## src/rtl/stream_nibble_packer_if.sv

```systemverilog
// stream_nibble_packer_if: element input stream and packed word output bundle for stream_nibble_packer
interface stream_nibble_packer_if #(
    parameter int IN_W   = 4,
    parameter int RATIO  = 4,
    parameter int ADDR_W = 10
);
    localparam int OUT_W = IN_W * RATIO;
    localparam int CW    = $clog2(RATIO + 1);
    logic              in_valid;
    logic              in_ready;
    logic [IN_W-1:0]   in_data;
    logic              in_last;
    logic              out_valid;
    logic              out_ready;
    logic [OUT_W-1:0]  out_data;
    logic [CW-1:0]     out_cnt;
    logic [ADDR_W-1:0] out_addr;
    logic              out_allones;
    logic              out_allzero;
    logic              out_parity;
    modport master (
        output in_valid, in_data, in_last, out_ready,
        input  in_ready, out_valid, out_data, out_cnt, out_addr, out_allones, out_allzero, out_parity
    );
    modport slave (
        input  in_valid, in_data, in_last, out_ready,
        output in_ready, out_valid, out_data, out_cnt, out_addr, out_allones, out_allzero, out_parity
    );
endinterface

```

## src/rtl/stream_nibble_packer.sv

```systemverilog
// stream_nibble_packer: packs RATIO elements MSB-first into an addressed word with reduction flags.
// Parity output is built only when STREAM_NIBBLE_PACKER_PARITY_EN is defined, else tied to 0.
module stream_nibble_packer #(
    parameter int IN_W   = 4,
    parameter int RATIO  = 4,
    parameter int ADDR_W = 10
) (
    input logic clk,
    input logic rst_n,
    stream_nibble_packer_if.slave bus
);
    localparam int OUT_W = IN_W * RATIO;
    localparam int CW    = $clog2(RATIO + 1);
    localparam logic [0:0] FILL = 1'b0;
    localparam logic [0:0] HOLD = 1'b1;

    logic [0:0]        state_q, state_d;
    logic [CW-1:0]     cnt_q, cnt_d;
    logic [OUT_W-1:0]  acc_q, acc_d;
    logic [OUT_W-1:0]  out_data_q, out_data_d;
    logic [CW-1:0]     out_cnt_q, out_cnt_d;
    logic [ADDR_W-1:0] out_addr_q, out_addr_d;
    logic              out_allones_q, out_allones_d;
    logic              out_allzero_q, out_allzero_d;
    logic              in_ready, accept, fire, done;
    logic [CW-1:0]     k;
    logic [OUT_W-1:0]  packed_word;

    // Stale high bits of acc are harmless: the final left shift pushes them out.
    always_comb begin
        in_ready      = state_q == HOLD ? bus.out_ready : 1'b1;
        accept        = bus.in_valid && in_ready;
        fire          = state_q == HOLD && bus.out_ready;
        k             = cnt_q + CW'(1);
        done          = accept && (k == CW'(RATIO) || bus.in_last);
        acc_d         = accept ? (acc_q << IN_W) | OUT_W'(bus.in_data) : acc_q;
        packed_word   = acc_d << (IN_W * (RATIO - int'(k)));
        cnt_d         = accept ? (done ? '0 : k) : cnt_q;
        state_d       = done ? HOLD : fire ? FILL : state_q;
        out_data_d    = done ? packed_word : out_data_q;
        out_cnt_d     = done ? k : out_cnt_q;
        out_allones_d = done ? &packed_word : out_allones_q;
        out_allzero_d = done ? ~|packed_word : out_allzero_q;
        out_addr_d    = out_addr_q + ADDR_W'(fire);
    end

    always_ff @(posedge clk or negedge rst_n) begin
        if (!rst_n) begin
            state_q       <= FILL;
            cnt_q         <= '0;
            acc_q         <= '0;
            out_data_q    <= '0;
            out_cnt_q     <= '0;
            out_addr_q    <= '0;
            out_allones_q <= 1'b0;
            out_allzero_q <= 1'b0;
        end else begin
            state_q       <= state_d;
            cnt_q         <= cnt_d;
            acc_q         <= acc_d;
            out_data_q    <= out_data_d;
            out_cnt_q     <= out_cnt_d;
            out_addr_q    <= out_addr_d;
            out_allones_q <= out_allones_d;
            out_allzero_q <= out_allzero_d;
        end
    end

`ifdef STREAM_NIBBLE_PACKER_PARITY_EN
    logic out_parity_q, out_parity_d;
    assign out_parity_d = done ? ^packed_word : out_parity_q;
    always_ff @(posedge clk or negedge rst_n) begin
        if (!rst_n) out_parity_q <= 1'b0;
        else        out_parity_q <= out_parity_d;
    end
    assign bus.out_parity = out_parity_q;
`else
    assign bus.out_parity = 1'b0;
`endif

    assign bus.in_ready    = in_ready;
    assign bus.out_valid   = state_q == HOLD;
    assign bus.out_data    = out_data_q;
    assign bus.out_cnt     = out_cnt_q;
    assign bus.out_addr    = out_addr_q;
    assign bus.out_allones = out_allones_q;
    assign bus.out_allzero = out_allzero_q;
endmodule
```

## src/flat_wrapper.sv

```systemverilog
// flat-port wrapper written by rule: the top's interface ports become plain ports
module stream_nibble_packer_flat 
#(
    parameter int IN_W   = 4,
    parameter int RATIO  = 4,
    parameter int ADDR_W = 10
)
  (clk, rst_n, bus_in_valid, bus_in_data, bus_in_last, bus_out_ready, bus_in_ready, bus_out_valid, bus_out_data, bus_out_cnt, bus_out_addr, bus_out_allones, bus_out_allzero, bus_out_parity);
  stream_nibble_packer_if #(.IN_W(IN_W), .RATIO(RATIO), .ADDR_W(ADDR_W)) bus_i ();
  input logic clk;
  input logic rst_n;
  input wire logic [$bits(bus_i.in_valid)-1:0] bus_in_valid;
  input wire logic [$bits(bus_i.in_data)-1:0] bus_in_data;
  input wire logic [$bits(bus_i.in_last)-1:0] bus_in_last;
  input wire logic [$bits(bus_i.out_ready)-1:0] bus_out_ready;
  output wire logic [$bits(bus_i.in_ready)-1:0] bus_in_ready;
  output wire logic [$bits(bus_i.out_valid)-1:0] bus_out_valid;
  output wire logic [$bits(bus_i.out_data)-1:0] bus_out_data;
  output wire logic [$bits(bus_i.out_cnt)-1:0] bus_out_cnt;
  output wire logic [$bits(bus_i.out_addr)-1:0] bus_out_addr;
  output wire logic [$bits(bus_i.out_allones)-1:0] bus_out_allones;
  output wire logic [$bits(bus_i.out_allzero)-1:0] bus_out_allzero;
  output wire logic [$bits(bus_i.out_parity)-1:0] bus_out_parity;
  assign bus_i.in_valid = bus_in_valid;
  assign bus_i.in_data = bus_in_data;
  assign bus_i.in_last = bus_in_last;
  assign bus_i.out_ready = bus_out_ready;
  assign bus_in_ready = bus_i.in_ready;
  assign bus_out_valid = bus_i.out_valid;
  assign bus_out_data = bus_i.out_data;
  assign bus_out_cnt = bus_i.out_cnt;
  assign bus_out_addr = bus_i.out_addr;
  assign bus_out_allones = bus_i.out_allones;
  assign bus_out_allzero = bus_i.out_allzero;
  assign bus_out_parity = bus_i.out_parity;
  stream_nibble_packer #(.IN_W(IN_W), .RATIO(RATIO), .ADDR_W(ADDR_W)) u_core (.clk(clk), .rst_n(rst_n), .bus(bus_i));
endmodule
```

## config.mk

```make
export PLATFORM = sky130hd
export DESIGN_NAME = stream_nibble_packer_flat
export DESIGN_NICKNAME = d
export VERILOG_FILES = /design/src/rtl/stream_nibble_packer_if.sv /design/src/rtl/stream_nibble_packer.sv /design/src/flat_wrapper.sv
export SDC_FILE = /design/constraint.sdc
export NUM_CORES = 1
export LEC_CHECK = 0
export ABC_CLOCK_PERIOD_IN_PS = 6900
export CAP_MARGIN = 30
export CELL_PAD_IN_SITES_DETAIL_PLACEMENT = 1
export CELL_PAD_IN_SITES_GLOBAL_PLACEMENT = 1
export CORE_ASPECT_RATIO = 0.7
export CORE_MARGIN = 4
export CORE_UTILIZATION = 40
export DETAILED_ROUTE_END_ITERATION = 10
export HOLD_SLACK_MARGIN = 0.03
export PLACE_DENSITY_LB_ADDON = 0.1
export RECOVER_POWER = 100
export SLEW_MARGIN = 20
export SYNTH_ARGS = -nofsm -noshare
export SYNTH_HDL_FRONTEND = slang
export SYNTH_SLANG_ARGS = --single-unit
```

## constraint.sdc

```tcl
create_clock -name clk -period 6.9 [get_ports clk]
set_clock_uncertainty 0.1 [all_clocks]
set_input_delay 1.035 -clock clk [delete_from_list [all_inputs] [get_ports clk]]
set_output_delay 1.035 -clock clk [all_outputs]
set_load 0.02 [all_outputs]
```

==> reports/results.tsv <==
metric	value	unit
status	finished, violations left	
violations	capacitance limit, slew limit	
ys_ff_latch	51	
floorplan.io_pins	43	
ir_drop	0.148	mV
synth_top_family_by_area	simple AND/OR/NAND/NOR gates	
power.static_leakage	0.00152	uW
power.share.clock	0.175	
p_sw_frac	0.423	
synth-xor-area-share	0.0260	
synth_mux_area_frac	0.0566	
synthSimpleGateAreaFrac	0.190	
p_sw	508	uW
vias	2332	
io_buffers	41	
dieHeight	76.7	um
fmax	218	MHz
track_usage	0.204	
critPathArrivalTime	4680	ps
grt_start_max_net_pins	52	
die_x	106	um
tightest_slew	2750	ps
cts_tree	yes	
clk_path_buf_depth	2	
min_to	u_core.bus.out_data[7]	
post_cts_buffers	0	
cts-root-buf	clkbuf_8	
worstHoldPathCells	2	
start_util	0.422	
max_stage_delay	580	ps
critPathSlowestCell	nor2b_1	
wl_per_cell	19.3	um
num-nets-final	337	
die_area	8150	um^2
drtPass1Iterations	4	
internal-power	694	uW
placed_cells	407	
ctsHoldBuffers	0	
rows	24	
synth_fa_ha_area_frac	0.0232	
path_buf_inv	2	
clk_pin_slew	100	ps
htreeDepth	2	
coreArea	6400	um^2
synthCells	287	
r2r_setup_slack	2690	ps
tns	0	ps
drive_gt1_frac	0.0372	
cts.sinks	51	
synth.avg_cell_area	9.40	um^2
synth_compound_area_frac	0.176	
final_cell_count_no_fill	414	
path_class	input port to flop	
grt_overflow	0	
drt_wl_total	7.98	mm
final_hold_viol_count	0	
maxCapViolations	1	
antenna_found_initial	0	
drtIter0Drc	180	
cts_buffers	5	
syn_area	2700	um^2
period_share	0.665	
pwr-share-seq	0.367	
fin_util	0.503	
slew_violations	52	
p_total	1200	uW
ys_seq_area_frac	0.473	
r2r-end	u_core.bus.out_allones	
synth_ff_type	dfrtp_1	
diodes	0	
ant_nets	0	
crit_fanout	16	
syn_nets	301	
grt_pass1_wl	13.3	mm
hold_start	u_core.bus.out_data[7]	
vias_per_cell	5.63	
hold_class	flop to flop	
cp_cell_sequence	dlygate4sd3_1, nor2b_1, inv_1, nand2_1, o21ai_0, a2111oi_0, nor3_1, nand4b_1, o41ai_1	
rsz0062_at_grt	no	
start_kind	input port	
synth_warnings	0	
min_period	4590	ps
cp_top_family	simple AND/OR/NAND/NOR gates	
comb_power_share	0.458	
r2r-start	u_core.cnt_q[0]	
required	6990	ps
async_flop_share	1.00	
cts_resized	0	
drc	0	
place.gp.congestion	0.941	
clk_latency	310	ps
worstRegToRegCells	9	
end_kind	flop	
grt_pass1_vias	2432	
slew_headroom	-0.831	
powerDensity	374	nW/um^2
area_growth	19.1	%
setup_violations	0	
synth_cell_types	53	
dp_hpwl	5.81	mm
synth-edff-count	0	
==> power groups by stage <==
stage          combinational [uW]  sequential [uW]  clock, uW
6_report                      551              440        210
3_5_place_dp                  572              449          0
4_1_cts                       577              444        214
5_1_grt                       598              455        228
3_3_place_gp                  568              448          0
2_1_floorplan                 282              505          0
==> worst max path at each step <==
stage | start | slack, ps | cells past startpoint | to
4_1_cts | u_core.cnt_q[0] | 2890 | 9 | u_core.bus.out_allones
3_5_place_dp | bus_in_valid | 2670 | 8 | u_core.bus.out_allzero
5_1_grt | bus_in_valid | 2060 | 8 | u_core.bus.out_allzero
6_report | bus_out_ready | 2310 | 9 | u_core.bus.out_allzero
3_3_place_gp | bus_in_valid | 2710 | 8 | u_core.bus.out_allzero
2_1_floorplan | u_core.cnt_q[0] | 3780 | 10 | u_core.bus.out_allones
==> cell type report <==
type                    instances  area, um^2
repair buffers                 43         413
well taps                      91         114
flip-flops and latches         51        1280
clock inverters                 2        37.5
multi-input cells             204        1240
inverters                      18        67.6
fillers                       754        3180
clock buffers                   5        68.8
==> sequential cells by signal, summed over array words and instances (netlist names) <==
register and flops:
u_core.acc_q 16, u_core.bus.out_data 16, u_core.bus.out_addr 10, u_core.bus.out_cnt 3, u_core.cnt_q 3, u_core.bus.out_allones 1
u_core.bus.out_allzero 1, u_core.bus.out_valid 1
==> metrics by stage <==
step | hold slack, ps | area, um^2 | worst slack (ps)
global route | 400 | 3210 | 2060
finish | 371 | 3210 | 2310
global placement | 354 | 3160 | 2710
CTS | 382 | 3260 | 2890
detailed placement | 359 | 3160 | 2670
floorplan | 343 | 2700 | 3780
==> logic make-up after synthesis <==
group,after synthesis
buffers and inverters,32
adders and majority gates,5
and+or+nand+nor,106
other,1
DFF,51
AOI/OAI and AO/OA,70
muxes,14
xor gates and xnor gates,8
==> cell usage in the layout (no fill, tap or decap), types with 3 or more instances in the layout <==
cell type,instances
dfrtp_1,51
nand2_1,50
dlygate4sd3_1,35
o21ai_0,18
inv_1,16
nand3_1,15
nor2_1,11
mux2i_1,10
a21oi_1,10
a31oi_1,8
xnor2_1,6
and3_1,6
a211oi_1,6
or3_1,5
ha_1,5
clkbuf_8,5
clkdlybuf4s50_1,5
nor3_1,4
o31ai_1,4
nand4_1,3
mux2_1,3
a21o_1,3
o41ai_1,3
a221oi_1,3
a211o_1,3
nor3b_1,3
==> worst register-to-register path: cells and delay by family (launching register included) <==
family / cells / cell delay (ps)
adders and majority gates: 3 / 1640
buffers and inverters: 1 / 430
and+or+nand+nor: 4 / 1160
AOI/OAI and AO/OA: 1 / 210
DFF: 1 / 590
==> layer usage <==
layer  track usage  vias up  part of all wire
li1              -     1086                 -
met1         0.321     1156              0.51
met2         0.290       81              0.40
met3        0.0453        9             0.076
met4        0.0323        0            0.0081
met5             0        -                 0
==> synthesized netlist by cell type, types with 4 or more instances <==
cell	number	area share
dfrtp_1	51	0.47
mux2i_1	9	0.033
and2_1	4	0.0093
xnor2_1	6	0.019
a211oi_1	6	0.017
nor2_1	9	0.013
or3_1	4	0.0093
nand2_1	49	0.068
o21ai_0	18	0.033
and3_1	6	0.014
inv_1	14	0.019
clkbuf_1	8	0.011
ha_1	5	0.023
nor3_1	4	0.0074
a31oi_1	8	0.019
nand3_1	15	0.028
a21oi_1	10	0.019
Note: power is estimated with default switching activity, not from simulation.
